**config.mk**
```make
export PLATFORM = sky130hd
export DESIGN_NAME = arbiter_puf_engine_flat
export DESIGN_NICKNAME = d
export VERILOG_FILES = /design/src/rtl/arbiter_puf_pkg.sv /design/src/rtl/arbiter_puf_engine_if.sv /design/src/rtl/puf_vote_counter.sv /design/src/rtl/arbiter_puf_engine.sv /design/src/flat_wrapper.sv
export SDC_FILE = /design/constraint.sdc
export NUM_CORES = 1
export LEC_CHECK = 0
export ABC_AREA = 1
export BUFFER_PORTS_ARGS = -buffer_cell sky130_fd_sc_hd__clkbuf_2
export CAP_MARGIN = 20
export CORE_UTILIZATION = 48
export CTS_CLUSTER_SIZE = 8
export DETAILED_ROUTE_END_ITERATION = 8
export PLACE_DENSITY = 0.75
export SYNTH_ARGS = -nofsm -noshare
export SYNTH_HDL_FRONTEND = slang
export SYNTH_SLANG_ARGS = --single-unit
```
**constraint.sdc**
```tcl
create_clock -name clk -period 1.7 [get_ports clk]
set_clock_uncertainty 0.1 [all_clocks]
set_input_delay 0.34 -clock clk [delete_from_list [all_inputs] [get_ports clk]]
set_output_delay 0.34 -clock clk [all_outputs]
set_load 0.005 [all_outputs]
```
**src/rtl/arbiter_puf_pkg.sv**
```systemverilog
// ---------------------------------------------------------------------------
// arbiter_puf_pkg
// Shared definitions for the arbiter PUF evaluation engine: default
// parameter values and the controller state type.
// ---------------------------------------------------------------------------
package arbiter_puf_pkg;

    localparam int DEF_C_LENGTH      = 8;  // mux stages per chain / challenge width
    localparam int DEF_N_CHAINS      = 8;  // external delay-chain + arbiter macros
    localparam int DEF_VOTES         = 7;  // excitations per challenge (odd)
    localparam int DEF_SETTLE_CYCLES = 2;  // settle time in clocks

    typedef enum logic [2:0] {
        ST_IDLE,
        ST_SETUP,
        ST_FIRE,
        ST_RELAX,
        ST_DONE
    } puf_state_e;

endpackage

```
**src/rtl/arbiter_puf_engine_if.sv**
```systemverilog
// ---------------------------------------------------------------------------
// arbiter_puf_engine_if
// Host-side request/response bundle of the PUF engine.
//   start, abort, challenge : host -> engine
//   busy, done              : engine status
//   response, stable        : per-chain voted result, valid from each done
// master = host, slave = engine.
// ---------------------------------------------------------------------------
interface arbiter_puf_engine_if
    import arbiter_puf_pkg::*;
#(
    parameter int C_LENGTH = DEF_C_LENGTH,
    parameter int N_CHAINS = DEF_N_CHAINS
);

    logic                start;
    logic                abort;
    logic [C_LENGTH-1:0] challenge;
    logic                busy;
    logic                done;
    logic [N_CHAINS-1:0] response;
    logic [N_CHAINS-1:0] stable;

    modport master (
        output start, abort, challenge,
        input  busy, done, response, stable
    );

    modport slave (
        input  start, abort, challenge,
        output busy, done, response, stable
    );

endinterface

```
**src/rtl/puf_vote_counter.sv**
```systemverilog
// ---------------------------------------------------------------------------
// puf_vote_counter
// One per delay chain. Brings the asynchronous arbiter output into the clk
// domain, counts how many excitations resolved to 1 and, on update, turns
// the count into a majority bit and an all-samples-agreed flag.
//   clk, rst_n : clock, async active-low reset
//   clear      : start of a new evaluation, zero the ones counter
//   sample_en  : last FIRE cycle, add the synchronised bit
//   update     : DONE cycle, refresh response/stable
//   arb_bit    : raw arbiter latch output (asynchronous)
//   response   : ones > VOTES/2
//   stable     : ones == 0 or ones == VOTES
// ---------------------------------------------------------------------------
module puf_vote_counter
    import arbiter_puf_pkg::*;
#(
    parameter int VOTES = DEF_VOTES
) (
    input  logic clk,
    input  logic rst_n,
    input  logic clear,
    input  logic sample_en,
    input  logic update,
    input  logic arb_bit,
    output logic response,
    output logic stable
);

    localparam int                CNT_W   = $clog2(VOTES + 1);
    localparam logic [CNT_W-1:0]  VOTES_C = CNT_W'(VOTES);
    localparam logic [CNT_W-1:0]  HALF_C  = CNT_W'(VOTES / 2);

    logic             sync_q1;
    logic             sync_q2;
    logic [CNT_W-1:0] ones_q;

    always_ff @(posedge clk or negedge rst_n) begin
        if (!rst_n) begin
            sync_q1  <= 1'b0;
            sync_q2  <= 1'b0;
            ones_q   <= '0;
            response <= 1'b0;
            stable   <= 1'b0;
        end else begin
            // Two-flop synchroniser runs freely; only the sample taken on the
            // last FIRE cycle is counted, so the arbiter has settled by then.
            sync_q1 <= arb_bit;
            sync_q2 <= sync_q1;

            if (clear) begin
                ones_q <= '0;
            end else if (sample_en) begin
                ones_q <= ones_q + CNT_W'(sync_q2);
            end

            if (update) begin
                response <= (ones_q > HALF_C);
                stable   <= (ones_q == '0) || (ones_q == VOTES_C);
            end
        end
    end

endmodule

```
**src/rtl/arbiter_puf_engine.sv**
```systemverilog
// ---------------------------------------------------------------------------
// arbiter_puf_engine
// Sequencer for an arbiter PUF built from external delay chains. For each
// accepted challenge it fires the chains VOTES times and reports a
// majority-voted response bit and a stability flag per chain.
//
// Ports:
//   clk, rst_n  : clock, async active-low reset
//   host        : arbiter_puf_engine_if.slave (start/abort/challenge in,
//                 busy/done/response/stable out)
//   chain_chal  : per-chain select bits, slice i = challenge rotl (i % C_LENGTH)
//   excite      : launch edge into all chains, straight from a flop
//   arb_resp    : arbiter outputs, asynchronous to clk
//
// Sequence: IDLE -> SETUP (S) -> { FIRE (S+2) -> RELAX (S) } x VOTES -> DONE.
// The DONE state lasts one cycle; the edge leaving it raises done and
// updates response/stable while busy falls, so done appears
// S + VOTES*(2S+2) + 1 cycles after the acceptance edge. abort in any
// non-IDLE state returns to IDLE with no done and results untouched.
// VOTES must be odd and >= 1, SETTLE_CYCLES >= 1.
// ---------------------------------------------------------------------------
module arbiter_puf_engine
    import arbiter_puf_pkg::*;
#(
    parameter int C_LENGTH      = DEF_C_LENGTH,
    parameter int N_CHAINS      = DEF_N_CHAINS,
    parameter int VOTES         = DEF_VOTES,
    parameter int SETTLE_CYCLES = DEF_SETTLE_CYCLES
) (
    input  logic                         clk,
    input  logic                         rst_n,
    arbiter_puf_engine_if.slave          host,
    output logic [N_CHAINS*C_LENGTH-1:0] chain_chal,
    output logic                         excite,
    input  logic [N_CHAINS-1:0]          arb_resp
);

    localparam int                CNT_W      = $clog2(VOTES + 1);
    localparam int                PHASE_W    = $clog2(SETTLE_CYCLES + 3);
    localparam logic [PHASE_W-1:0] SETTLE_LAST = PHASE_W'(SETTLE_CYCLES - 1);
    localparam logic [PHASE_W-1:0] FIRE_LAST   = PHASE_W'(SETTLE_CYCLES + 1);
    localparam logic [CNT_W-1:0]   VOTES_C     = CNT_W'(VOTES);

    puf_state_e          state_q;
    logic [PHASE_W-1:0]  phase_q;   // cycles spent in the current state
    logic [CNT_W-1:0]    vote_q;    // completed excitations
    logic [CNT_W-1:0]    vote_next;
    logic [C_LENGTH-1:0] chal_q;
    logic                excite_q;
    logic                busy_q;
    logic                done_q;
    logic                abort_act;
    logic                accept;
    logic                sample_en;
    logic                update;

    assign abort_act = host.abort && (state_q != ST_IDLE);
    assign accept    = host.start && (state_q == ST_IDLE);
    assign sample_en = (state_q == ST_FIRE) && (phase_q == FIRE_LAST) && !abort_act;
    assign update    = (state_q == ST_DONE) && !abort_act;
    assign vote_next = vote_q + CNT_W'(1);

    // NOTE: every register here is assigned with <= so all flops see the
    // pre-edge values of each other; blocking assignments would make the
    // result depend on statement order.
    always_ff @(posedge clk or negedge rst_n) begin
        if (!rst_n) begin
            state_q  <= ST_IDLE;
            phase_q  <= '0;
            vote_q   <= '0;
            chal_q   <= '0;
            excite_q <= 1'b0;
            busy_q   <= 1'b0;
            done_q   <= 1'b0;
        end else begin
            done_q <= 1'b0;
            if (abort_act) begin
                state_q  <= ST_IDLE;
                phase_q  <= '0;
                excite_q <= 1'b0;
                busy_q   <= 1'b0;
            end else begin
                unique case (state_q)
                    ST_IDLE: begin
                        if (accept) begin
                            chal_q  <= host.challenge;
                            vote_q  <= '0;
                            phase_q <= '0;
                            busy_q  <= 1'b1;
                            state_q <= ST_SETUP;
                        end
                    end
                    ST_SETUP: begin
                        if (phase_q == SETTLE_LAST) begin
                            phase_q  <= '0;
                            excite_q <= 1'b1;
                            state_q  <= ST_FIRE;
                        end else begin
                            phase_q <= phase_q + PHASE_W'(1);
                        end
                    end
                    ST_FIRE: begin
                        if (phase_q == FIRE_LAST) begin
                            phase_q  <= '0;
                            excite_q <= 1'b0;
                            state_q  <= ST_RELAX;
                        end else begin
                            phase_q <= phase_q + PHASE_W'(1);
                        end
                    end
                    ST_RELAX: begin
                        if (phase_q == SETTLE_LAST) begin
                            phase_q <= '0;
                            vote_q  <= vote_next;
                            if (vote_next == VOTES_C) begin
                                state_q <= ST_DONE;
                            end else begin
                                excite_q <= 1'b1;
                                state_q  <= ST_FIRE;
                            end
                        end else begin
                            phase_q <= phase_q + PHASE_W'(1);
                        end
                    end
                    ST_DONE: begin
                        busy_q  <= 1'b0;
                        done_q  <= 1'b1;
                        state_q <= ST_IDLE;
                    end
                    default: state_q <= ST_IDLE;
                endcase
            end
        end
    end

    assign excite    = excite_q;
    assign host.busy = busy_q;
    assign host.done = done_q;

    // Each chain sees the challenge rotated by its index so chains sharing a
    // challenge still exercise different select patterns. Pure wiring.
    for (genvar gi = 0; gi < N_CHAINS; gi++) begin : g_chal
        for (genvar gj = 0; gj < C_LENGTH; gj++) begin : g_bit
            assign chain_chal[gi*C_LENGTH + gj] =
                chal_q[(gj + C_LENGTH - (gi % C_LENGTH)) % C_LENGTH];
        end
    end

    // NOTE: response/stable live in reset flops inside each counter; they are
    // only written on update, so they hold across idle periods and aborts.
    for (genvar gi = 0; gi < N_CHAINS; gi++) begin : g_vote
        puf_vote_counter #(
            .VOTES (VOTES)
        ) u_vote (
            .clk       (clk),
            .rst_n     (rst_n),
            .clear     (accept),
            .sample_en (sample_en),
            .update    (update),
            .arb_bit   (arb_resp[gi]),
            .response  (host.response[gi]),
            .stable    (host.stable[gi])
        );
    end

endmodule

```
**src/flat_wrapper.sv**
```systemverilog
// flat-port wrapper written by rule: the top's interface ports become plain ports
module arbiter_puf_engine_flat import arbiter_puf_pkg::*;
#(
    parameter int C_LENGTH      = DEF_C_LENGTH,
    parameter int N_CHAINS      = DEF_N_CHAINS,
    parameter int VOTES         = DEF_VOTES,
    parameter int SETTLE_CYCLES = DEF_SETTLE_CYCLES
)
  (clk, rst_n, chain_chal, excite, arb_resp, host_start, host_abort, host_challenge, host_busy, host_done, host_response, host_stable);
  arbiter_puf_engine_if #(.C_LENGTH(C_LENGTH), .N_CHAINS(N_CHAINS)) host_i ();
  input  logic clk;
  input  logic rst_n;
  output logic [N_CHAINS*C_LENGTH-1:0] chain_chal;
  output logic excite;
  input  logic [N_CHAINS-1:0] arb_resp;
  input wire logic [$bits(host_i.start)-1:0] host_start;
  input wire logic [$bits(host_i.abort)-1:0] host_abort;
  input wire logic [$bits(host_i.challenge)-1:0] host_challenge;
  output wire logic [$bits(host_i.busy)-1:0] host_busy;
  output wire logic [$bits(host_i.done)-1:0] host_done;
  output wire logic [$bits(host_i.response)-1:0] host_response;
  output wire logic [$bits(host_i.stable)-1:0] host_stable;
  assign host_i.start = host_start;
  assign host_i.abort = host_abort;
  assign host_i.challenge = host_challenge;
  assign host_busy = host_i.busy;
  assign host_done = host_i.done;
  assign host_response = host_i.response;
  assign host_stable = host_i.stable;
  arbiter_puf_engine #(.C_LENGTH(C_LENGTH), .N_CHAINS(N_CHAINS), .VOTES(VOTES), .SETTLE_CYCLES(SETTLE_CYCLES)) u_core (.clk(clk), .rst_n(rst_n), .host(host_i), .chain_chal(chain_chal), .excite(excite), .arb_resp(arb_resp));
endmodule
```
-- Word-level counts from Yosys, hierarchy flattened
Cells that the tools add are included.
- register bits: 76
- bits in latches: 0
- bits in writable memories: 0
- bits in read-only memories: 0
- output and inout bits: 83
- logic and storage cells: 165
- memories kept: 0
- add/subtract/negate cells: 10
- $mul: 0
- divide/modulo/power cells: 0
- magnitude comparators: 8
- equality and inequality tests: 22
- shifts and indexed selects: 0
- muxes and demuxes: 41
- bitwise operators: 1
- reduce and logical (&&, ||, !) cells: 36
- operator list (kind ; count):
    $mux W3 ; 27
    $eq A3 B3 Y1 const B ; 10
    $logic_not A3 Y1 ; 9
    $add A3 B1 Y3 ; 8
    $gt A3 B2 Y1 const B ; 8
    $pmux W3 S4 ; 1
    $eq A3 B2 Y1 const B ; 3
    $mux W1 ; 9
    $ne A3 B1 Y1 const B ; 3
    $pmux W3 S3 ; 1
    $logic_or A1 B1 Y1 ; 8
    $reduce_and A4 Y1 ; 2
    $reduce_bool A4 Y1 ; 2
    $add A3 B1 Y3 const B ; 2
    $eq A3 B1 Y1 const B ; 2
    $ne A3 B2 Y1 const B ; 2
    $pmux W3 S2 ; 1
    $reduce_bool A3 Y1 ; 2
    $logic_and A1 B1 Y1 ; 5
    $reduce_and A5 Y1 ; 1
    $ne A2 B1 Y1 const B ; 2
    $reduce_and A2 Y1 ; 2
    $reduce_bool A2 Y1 ; 2
    $pmux W1 S3 ; 1
    other kinds (5) ; 5

-- Longest topological paths before layout
Gate-level depths: netlist of the first run.
- word-level depth: 6
- depth in mapped cells: 9

-- Hierarchy
From an unflattened synthesis of the first run, not the netlist that was laid out.
- cells, all modules: 474
- area, all modules: 4033.9 um^2
- by module, submodules not included (module ; times used ; cells each ; area an instance (um^2)):
    puf_vote_counter ; 8 ; 34 ; 315.3
    arbiter_puf_engine ; 1 ; 202 ; 1511.4

-- Least setup slack after synthesis of the first run
Ideal clock, no wire load.
- path type: reg-to-reg
- start point: reg u_core.phase_q[0]
- end point: reg u_core.g_vote[2].u_vote.ones_q[1]
- arrival time: 1.376 ns
- data required time: 1.477 ns
- path slack: 0.102 ns
- stages on the path, launching flop included: 9
- path buffers: 2
- clock period less this slack: 1.598 ns
- cell sequence: dfrtp_1 > ha_1 > ha_1 > nand4_1 > nand2_4 > buf_8 > buf_12 > nand3_2 > o21ai_2
- word-level cells in the longest chain between the ends: 4
- RTL lines (item ; RTL line ; RTL):
    from (decl) ; arbiter_puf_engine.sv:45 ; logic [PHASE_W-1:0] phase_q;
    from (signal assigned) ; arbiter_puf_engine.sv:99 ; phase_q <= phase_q + PHASE_W'(1);
    from (signal assigned) ; arbiter_puf_engine.sv:108 ; phase_q <= phase_q + PHASE_W'(1);
    from (signal assigned) ; arbiter_puf_engine.sv:122 ; phase_q <= phase_q + PHASE_W'(1);
    $eq A3 B2 Y1 ; arbiter_puf_engine.sv:59 ; assign sample_en = (state_q == ST_FIRE) && (phase_q == FIRE_LAST) && !abort_act;
    $logic_and A1 B1 Y1 (2 in a row) ; arbiter_puf_engine.sv:59 ;
    $reduce_bool A2 Y1 (no source line) ; -- ;
    to (signal assigned) ; puf_vote_counter.sv:53 ; ones_q <= ones_q + CNT_W'(sync_q2);
    to (decl) ; puf_vote_counter.sv:35 ; logic [CNT_W-1:0] ones_q;
Every way passes these cells.
A chain may end at the register's enable or synchronous reset.

-- Final worst setup path of the first run
- start point: reg u_core.phase_q[0]
- end point: reg u_core.g_vote[5].u_vote.ones_q[0]
- word-level cells in the longest chain between the ends: 4
- RTL lines (item ; RTL line):
    $eq A3 B2 Y1 ; arbiter_puf_engine.sv:59
    $logic_and A1 B1 Y1 (2 in a row) ; arbiter_puf_engine.sv:59
    $reduce_bool A2 Y1 (no source line) ; --
    to (signal assigned) ; puf_vote_counter.sv:53
    to (decl) ; puf_vote_counter.sv:35
Every way passes these cells.

==> results of run 1 <==
-- layout make-up --
type	instances	area [um2]	area share [%]
flip-flops and latches	76	1900	41.7
clock inverters	4	98.8	2.16
multi-input cells	220	1410	30.9
inverters	45	173	3.78
repair buffers	120	718	15.7
well taps	105	131	2.88
clock buffers	11	131	2.88
-- cells in the final DEF (no fill, tap or decap) --
cell type      netlist  final
clkbuf_8             0      9
xor2_1               8      8
nor2_4               1      1
nand2_1             73     70
nand3_2             16     17
dlygate4sd3_1        0      8
o31ai_1              8      8
dfrtp_1             76     75
clkbuf_1             2      2
nand3_1             16     15
ha_2                 0      1
a21oi_1             20     19
clkinv_4             0      1
nor2_1              10     10
bufinv_16            0      3
clkbuf_2             0    101
clkinvlp_4           0      1
nand4_1              1      1
nand2_2              1      4
o21ai_2             20     20
inv_2                2      2
nand3b_1             1      1
buf_4               72      7
buf_12               2      4
a21oi_2              0      1
o21ai_0             20     20
inv_1               42     42
nor3_1               1      1
nand2_4              2      2
dfrtp_2              0      1
ha_1                22     21
-- state kept, by name, indices dropped and copies added (netlist names), 3 cells and up --
name                           flops
u_core.state_q                     3
u_core.vote_q                      3
u_core.phase_q                     3
u_core.g_vote.u_vote.ones_q       24
u_core.g_vote.u_vote.response      8
u_core.chal_q                      8
u_core.g_vote.u_vote.stable        8
u_core.g_vote.u_vote.sync_q1       8
u_core.g_vote.u_vote.sync_q2       8
-- logic make-up after synthesis --
kind of cell / share of synthesized area (%)
adders and majority gates: 6.72
buffers and inverters: 19.6
DFF: 46.4
AOI/OAI and AO/OA: 10.6
and+or+nand+nor: 14.9
xor gates and xnor gates: 1.71
-- critical path, stage by stage (launching register included) --
cell and delay, ps:
dfrtp_1 380, ha_1 180, ha_2 190, nand4_1 180, nand2_4 150, buf_12 190, nand3_1 110, o21ai_2 70
-- power breakdown --
| group | leakage, nW | internal, mW | total (mW) | switching (mW) |
|---|---|---|---|---|
| Combinational | 1.32 | 1.20 | 2.70 | 1.49 |
| Clock | 0.114 | 0.971 | 1.61 | 0.642 |
| Sequential | 0.983 | 2.19 | 2.61 | 0.423 |
-- per-layer routing --
layer  GRT usage, %  vias to the layer above  part of all wire [%]
met5              0                        -                     0
met2           27.2                       75                    50
met3           2.90                       13                   4.0
met4           9.62                        0                   2.6
li1               -                     1382                     -
met1           20.3                     1309                    44
-- what timing repair did --
action / 4_1_cts / 5_1_grt
hold buffers: 8 / 0
endpoints found under the setup margin: 0 / 10
buffers inserted: 0 / 2
resized for setup: 0 / 8
endpoints found under the hold margin: 83 / 0
-- final timing paths --
kind                                                 startpoint                                 to  slack, ps  depth (start not counted)
worst min-delay path                                arb_resp[4]    u_core.g_vote[4].u_vote.sync_q1         20                          1
worst max-delay path                          u_core.phase_q[0]  u_core.g_vote[5].u_vote.ones_q[0]         70                          7
max in group asynchronous                                 rst_n                  u_core.state_q[1]        810                          3
worst max register to register                u_core.phase_q[0]  u_core.g_vote[5].u_vote.ones_q[0]         70                          7
worst min register to register  u_core.g_vote[4].u_vote.sync_q1    u_core.g_vote[4].u_vote.sync_q2        240                          0
min in group asynchronous                                 rst_n   u_core.g_vote[3].u_vote.response        380                          3
==> metrics.md, run 1 <==
| Metric | Value |
|---|---|
| Non-filler cells, final | 581 |
| #FFs+latches synth | 76 |
| Total power | 6.92 mW |
| Asr flop ratio synth | 100% |
| Clk sink count | 76 |
| Fin. Hold Viols | 0 |
| Final wirelength | 6.87 mm |
| Cell taking the most area after synthesis | dfrtp_1 |
| Tot GR Track Use | 16.5% |
| Top cells by count, synth | dfrtp_1, nand2_1, buf_4 |
| Crit end category | register |
| # fillers | 726 |
| DR iter-0 viols | 81 |
| Placed insts | 556 |
| GPL Wtd Cong | 0.804 |
| H-tree depth | 3 |
| Largest net degree at the start of global routing | 50 |
| Crit start category | register |
| Setup Crit Path Kind | reg -> reg |
| Drt first pass iters | 4 |
| Max IR drop VDD | 0.547 mV |
| Row cnt | 33 |
| Count of different cell masters after synthesis | 25 |
| Die area | 8900 um2 |
| Dpl hpwl | 4.81 mm |
| Placed cell areas | 4220 um2 |
| CTS clock-pin slew for the worst setup and hold paths | 70 ps |
| Peak Freq | 612 MHz |
| Place WS | 61.8 ps |
| Max-slew violations | 0 |
| Worst Hold Class | in -> reg |
| Tcrit/Tclk final | 96.0% |
| Top FF cell, synth | dfrtp_1 |
| Synth warnings | 0 |
| Starting Density | 49.8% |
| PwrDens | 1520 nW/um2 |
| Synth Instances | 424 |
| Core Area | 8220 um2 |
| Number of global-route vias before repair | 2,594 |
| DR vias/cell | 4.78 |
| Area grow syn2layout | 11.5% |
| P_leak | 2.42 nW |
| Critical path fanouts, max | 24 |
| Number of buffer cells added on primary ports | 102 |
| CTS buffer count | 9 |
| Antenna Nets Post-Route | 0 |
| Ports | 103 |
| Grt ovf | 0 |
| RSZ-0062 raised after global routing | no |
| Root Buffer | clkbuf_8 |
| Crit path time final | 1630 ps |
| Share of cells above drive strength 1 | 36.8% |
| CTS tree | built |
| Yosys top cell area share | 46.4% |
| Crit path DAT | 1810 ps |
| Most common cell in the netlist | dfrtp_1 |
| Die H | 94.4 um |
| Seq/Total Area, Yosys | 46.4% |
| Run status | finished clean |
| Worst setup margin | 67.3 ps |
| Hold slack final | 19.6 ps |
| Bufs on Longest Clock Path | 2 |
| Ant diodes | 0 |
| Die X | 94.4 um |
| Wire length per cell | 11.8 um |
| Worst EP required | 1870 ps |
| Setup TNS | 0 ps |
| Setup violations, final | 0 |
| First-pass GRT wire length | 11.5 mm |
| Initial antenna violation count | 0 |
| DRC violations left | 0 |
| Clock latency on the worst-skew pair | 350 ps |
| Post-layout util | 55.6% |
| Post-Syn Area | 4100 um2 |
| Synth Net Count | 466 |
| Final Cell Area | 4570 um2 |
| Post-synth EDFFs | 0 |
| Vias | 2,779 |
| # Max-Cap Violations | 0 |
| Syn_area_per_cell | 9.66 um2 |
| Slew @ Worst Pin | 308 ps |
| Max_slew headroom | 79.5% |
| Synth top area cells | dfrtp_1, buf_4, ha_1 |
| Final net count | 514 |
Power figures use the tool's default switching activity.
==> run 2: changes to the inputs <==
- CORE_UTILIZATION: 48 -> 50
- clock period: 1.7 -> 1.91 ns (I/O delays scaled with it)
==> metrics.md, run 2 (same netlist as run 1, synthesis figures left out) <==
| Metric | Value |
|---|---|
| Die H | 92.5 um |
| Starting Density | 52.5% |
| Largest net degree at the start of global routing | 47 |
| Antenna Nets Post-Route | 0 |
| Max IR drop VDD | 0.435 mV |
| GPL Wtd Cong | 0.808 |
| Crit end category | register |
| Crit start category | register |
| Peak Freq | 567 MHz |
| Worst Hold Class | in -> reg |
| Bufs on Longest Clock Path | 2 |
| # fillers | 691 |
| Multi-input logic area | 1390 um2 |
| Row cnt | 32 |
| Vias | 2,751 |
| Clock latency on the worst-skew pair | 350 ps |
| P_leak | 2.38 nW |
| Most common library cell in the layout ignoring fill and taps | clkbuf_2 |
| Setup TNS | 0 ps |
| Number of buffer cells added on primary ports | 102 |
| Final wirelength | 6.74 mm |
| Run status | finished clean |
| CTS buffer count | 9 |
| Final Cell Area | 4430 um2 |
| DRC violations left | 0 |
| Dpl hpwl | 4.73 mm |
| Ports | 103 |
| Most frequent cells in the layout | clkbuf_2, dfrtp_1, nand2_1 |
| Slew @ Worst Pin | 401 ps |
| DR vias/cell | 4.84 |
| # Max-Cap Violations | 0 |
| Post-CTS Setup Bufs | 0 |
| Die area | 8560 um2 |
| Setup violations, final | 0 |
| Wire length per cell | 11.9 um |
| DR iter-0 viols | 112 |
| Core Area | 7810 um2 |
| Crit path DAT | 1900 ps |
| Clk sink count | 76 |
| First-pass GRT wire length | 11.6 mm |
| Root Buffer | clkbuf_8 |
| Die X | 92.5 um |
| Initial antenna violation count | 0 |
| Area grow syn2layout | 8.22% |
| Ant diodes | 0 |
| PwrDens | 1380 nW/um2 |
| Tot GR Track Use | 17.3% |
| Max reg flops | 24 |
| RSZ-0062 raised after global routing | no |
| Worst EP required | 2040 ps |
| H-tree depth | 3 |
| Max-slew violations | 0 |
| CTS clock-pin slew for the worst setup and hold paths | 80 ps |
| CTS tree | built |
| Tcrit/Tclk final | 92.3% |
| Fin. Hold Viols | 0 |
| Placed cell areas | 4170 um2 |
| Drt first pass iters | 4 |
| Number of global-route vias before repair | 2,632 |
| Max_slew headroom | 73.3% |
| Final net count | 503 |
| Setup Crit Path Kind | reg -> reg |
| Register Area | 1900 um2 |
| Top reg by flops | u_core.g_vote.u_vote.ones_q |
| Critical path fanouts, max | 24 |
| Grt ovf | 0 |
| Share of cells above drive strength 1 | 35.6% |
| Crit path time final | 1760 ps |
run 2: repair_timing:
item                      4_1_cts  5_1_grt
resized for setup               0        0
hold buffers                    1        0
hold endpoints to repair       30        0
run 2: through the flow:
step                util (%)  setup slack (ps)  hold slack (ps)  std cells  total power, mW
floorplan                  -               312            -13.6        424             4.47
global placement        53.4               189              233        551             4.56
detailed placement      53.4               164              235        551             4.65
CTS                     56.8               132             19.8        568             6.18
global route            56.8              28.9             16.7        568             6.58
finish                  56.8               146             28.1        568             6.11
run 2: path summary, 6_finish.rpt:
| check | cells past startpoint | from | slack, ps | to |
|---|---|---|---|---|
| setup / recovery | 7 | u_core.phase_q[0] | 150 | u_core.g_vote[7].u_vote.ones_q[0] |
| hold / removal | 1 | arb_resp[4] | 30 | u_core.g_vote[4].u_vote.sync_q1 |
| setup reg to reg | 7 | u_core.phase_q[0] | 150 | u_core.g_vote[7].u_vote.ones_q[0] |
| hold reg to reg | 0 | u_core.g_vote[0].u_vote.sync_q1 | 250 | u_core.g_vote[0].u_vote.sync_q2 |
| max in group asynchronous | 3 | rst_n | 760 | u_core.state_q[0] |
| min in group asynchronous | 2 | rst_n | 400 | u_core.phase_q[2] |
run 2: where the power goes:
part / internal, mW / total, mW / switching, mW
Combinational: 0.999 / 2.28 / 1.28
Sequential: 1.94 / 2.32 / 0.380
Clock: 0.903 / 1.50 / 0.601
Total: 3.85 / 6.11 / 2.27
run 2: cell type report:
class,count,area share (%)
multi-input cells,220,31.4
repair buffers,109,13.4
clock buffers,10,3.11
inverters,45,3.81
clock inverters,6,2.51
flip-flops and latches,76,42.9
well taps,102,2.88
run 2: routing by layer:
metal / share of wire (%) / global-route usage (%)
met1: 45 / 20.9
met2: 49 / 28.8
met3: 3.6 / 4.43
met4: 2.0 / 8.33
met5: 0 / 0
run 2: critical path, stage by stage (launching register included):
cell	delay, ps
dfrtp_1	400
ha_1	220
ha_1	210
nand4_1	170
nand2_4	160
buf_12	210
nand3_1	80
o21ai_0	80
==> run 3: changes to the inputs <==
- CORE_UTILIZATION: 50 -> 45
- PLACE_DENSITY: 0.75 -> 0.68
==> metrics.md, run 3 (same netlist as run 1, synthesis figures left out) <==
| Metric | Value |
|---|---|
| Top reg by flops | u_core.g_vote.u_vote.ones_q |
| Crit path DAT | 1860 ps |
| Initial antenna violation count | 0 |
| P_leak | 2.35 nW |
| Fin. Hold Viols | 0 |
| Wire length per cell | 11.8 um |
| Worst Hold Class | in -> reg |
| Most frequent cells in the layout | clkbuf_2, dfrtp_1, nand2_1 |
| Dpl hpwl | 4.75 mm |
| GPL Wtd Cong | 0.842 |
| RSZ-0062 raised after global routing | no |
| Die H | 97.4 um |
| Max IR drop VDD | 0.415 mV |
| Row cnt | 34 |
| Setup Crit Path Kind | reg -> reg |
| CP max-delay cell | dfrtp_1 |
| CTS buffer count | 9 |
| Gates resized, CTS repair | 0 |
| Die X | 97.4 um |
| Worst EP required | 2080 ps |
| Starting Density | 46.7% |
| Most common library cell in the layout ignoring fill and taps | clkbuf_2 |
| Setup violations, final | 0 |
| Max-slew violations | 0 |
| # Max-Cap Violations | 0 |
| Post-CTS Setup Bufs | 0 |
| # fillers | 810 |
| DR vias/cell | 4.70 |
| Ant diodes | 0 |
| First-pass GRT wire length | 12.0 mm |
| Die area | 9490 um2 |
| CTS clock-pin slew for the worst setup and hold paths | 80 ps |
| Grt ovf | 0 |
| DR iter-0 viols | 145 |
| CTS tree | built |
| Clock latency on the worst-skew pair | 340 ps |
| Vias | 2,689 |
| Root Buffer | clkbuf_8 |
| Tcrit/Tclk final | 88.8% |
| CP cell instances | ha_1, ha_1, nand4_1, nand2_4, buf_12, nand3_1, o21ai_2 |
| Crit end category | register |
| Final wirelength | 6.74 mm |
| Number of global-route vias before repair | 2,701 |
| Slew @ Worst Pin | 399 ps |
| Clk sink count | 76 |
| Max_slew headroom | 73.4% |
| Max reg flops | 24 |
| Tot GR Track Use | 15.4% |
| CP max stage delay | 380 ps |
| Area grow syn2layout | 7.45% |
| H-tree depth | 3 |
| Setup TNS | 0 ps |
| CP dominant cell by count | ha_1 |
| Run status | finished clean |
| Drt first pass iters | 4 |
| Bufs on Longest Clock Path | 2 |
| Crit path time final | 1700 ps |
| DRC violations left | 0 |
| Critical path fanouts, max | 48 |
| Largest net degree at the start of global routing | 77 |
| Final net count | 501 |
| Number of buffer cells added on primary ports | 102 |
| Share of cells above drive strength 1 | 35.1% |
| Ports | 103 |
| Crit start category | register |
| Peak Freq | 590 MHz |
| Total power | 5.93 mW |
| R2R Setup Slk | 210 ps |
| Antenna Nets Post-Route | 0 |
| Setup crit start | u_core.phase_q[0] |
| PwrDens | 1350 nW/um2 |
| Critical R2R Launch | u_core.phase_q[0] |
| Core Area | 8760 um2 |
| Worst Hold Launch | arb_resp[1] |
[run 3: cell count changes in the layout (fill, tap and decap cells not counted), sizes merged]
cell and delta:
buf -2, bufinv -1, clkbuf +1, clkinv -2
clkinvlp +1, inv +1
[run 3: cell type report]
cell class / instances / area, um2 / area share, %
flip-flops and latches: 76 / 1900 / 43.2
multi-input cells: 220 / 1390 / 31.6
repair buffers: 107 / 578 / 13.1
inverters: 45 / 169 / 3.84
clock buffers: 11 / 141 / 3.21
well taps: 108 / 135 / 3.07
clock inverters: 5 / 83.8 / 1.91
[run 3: critical path, delay by kind of cell (launching register included)]
kind / cells / cell delay, ps
buffers and inverters: 1 / 250
DFF: 1 / 380
AOI/OAI and AO/OA: 1 / 70
adders and majority gates: 2 / 350
and+or+nand+nor: 3 / 430
[run 3: per-layer routing]
layer | wire length (um) | GRT usage, % | vias up | part of all wire [%]
met5 | 0 | 0 | - | 0
met4 | 94 | 6.11 | 0 | 1.4
met3 | 209 | 3.17 | 7 | 3.1
met2 | 3450 | 26.8 | 60 | 51
met1 | 2980 | 18.7 | 1264 | 44
li1 | - | - | 1358 | -
[run 3: worst paths after layout]
check                                                     to  cells after the start
max                        u_core.g_vote[7].u_vote.ones_q[2]                      7
min                          u_core.g_vote[1].u_vote.sync_q1                      1
max reg2reg                u_core.g_vote[7].u_vote.ones_q[2]                      7
min reg2reg                  u_core.g_vote[6].u_vote.sync_q2                      0
max in group asynchronous                   u_core.vote_q[0]                      3
min in group asynchronous                      u_core.excite                      3
[run 3: repair_timing]
action                                  CTS  global route
hold buffers                              1             0
hold endpoints to repair                 76             0
endpoints found under the setup margin    0             0
[run 3: report_power, final]
group	switching, mW	internal [mW]	leakage (nW)
logic	1.26	0.978	1.26
clock network	0.596	0.777	0.106
registers	0.378	1.94	0.984
total	2.23	3.70	2.35
[run 3: through the flow]
stage	instance area, um2	setup slack, ps	std cells	util [%]	hold slack (ps)
final	4400	214	572	50.2	41.2
after global routing	4400	69.4	572	50.2	15.3
after CTS	4400	204	572	50.2	24.2
after detailed placement	4170	228	555	47.5	235
after global placement	4170	267	555	47.5	234
after floorplan	4100	312	424	-	-13.6
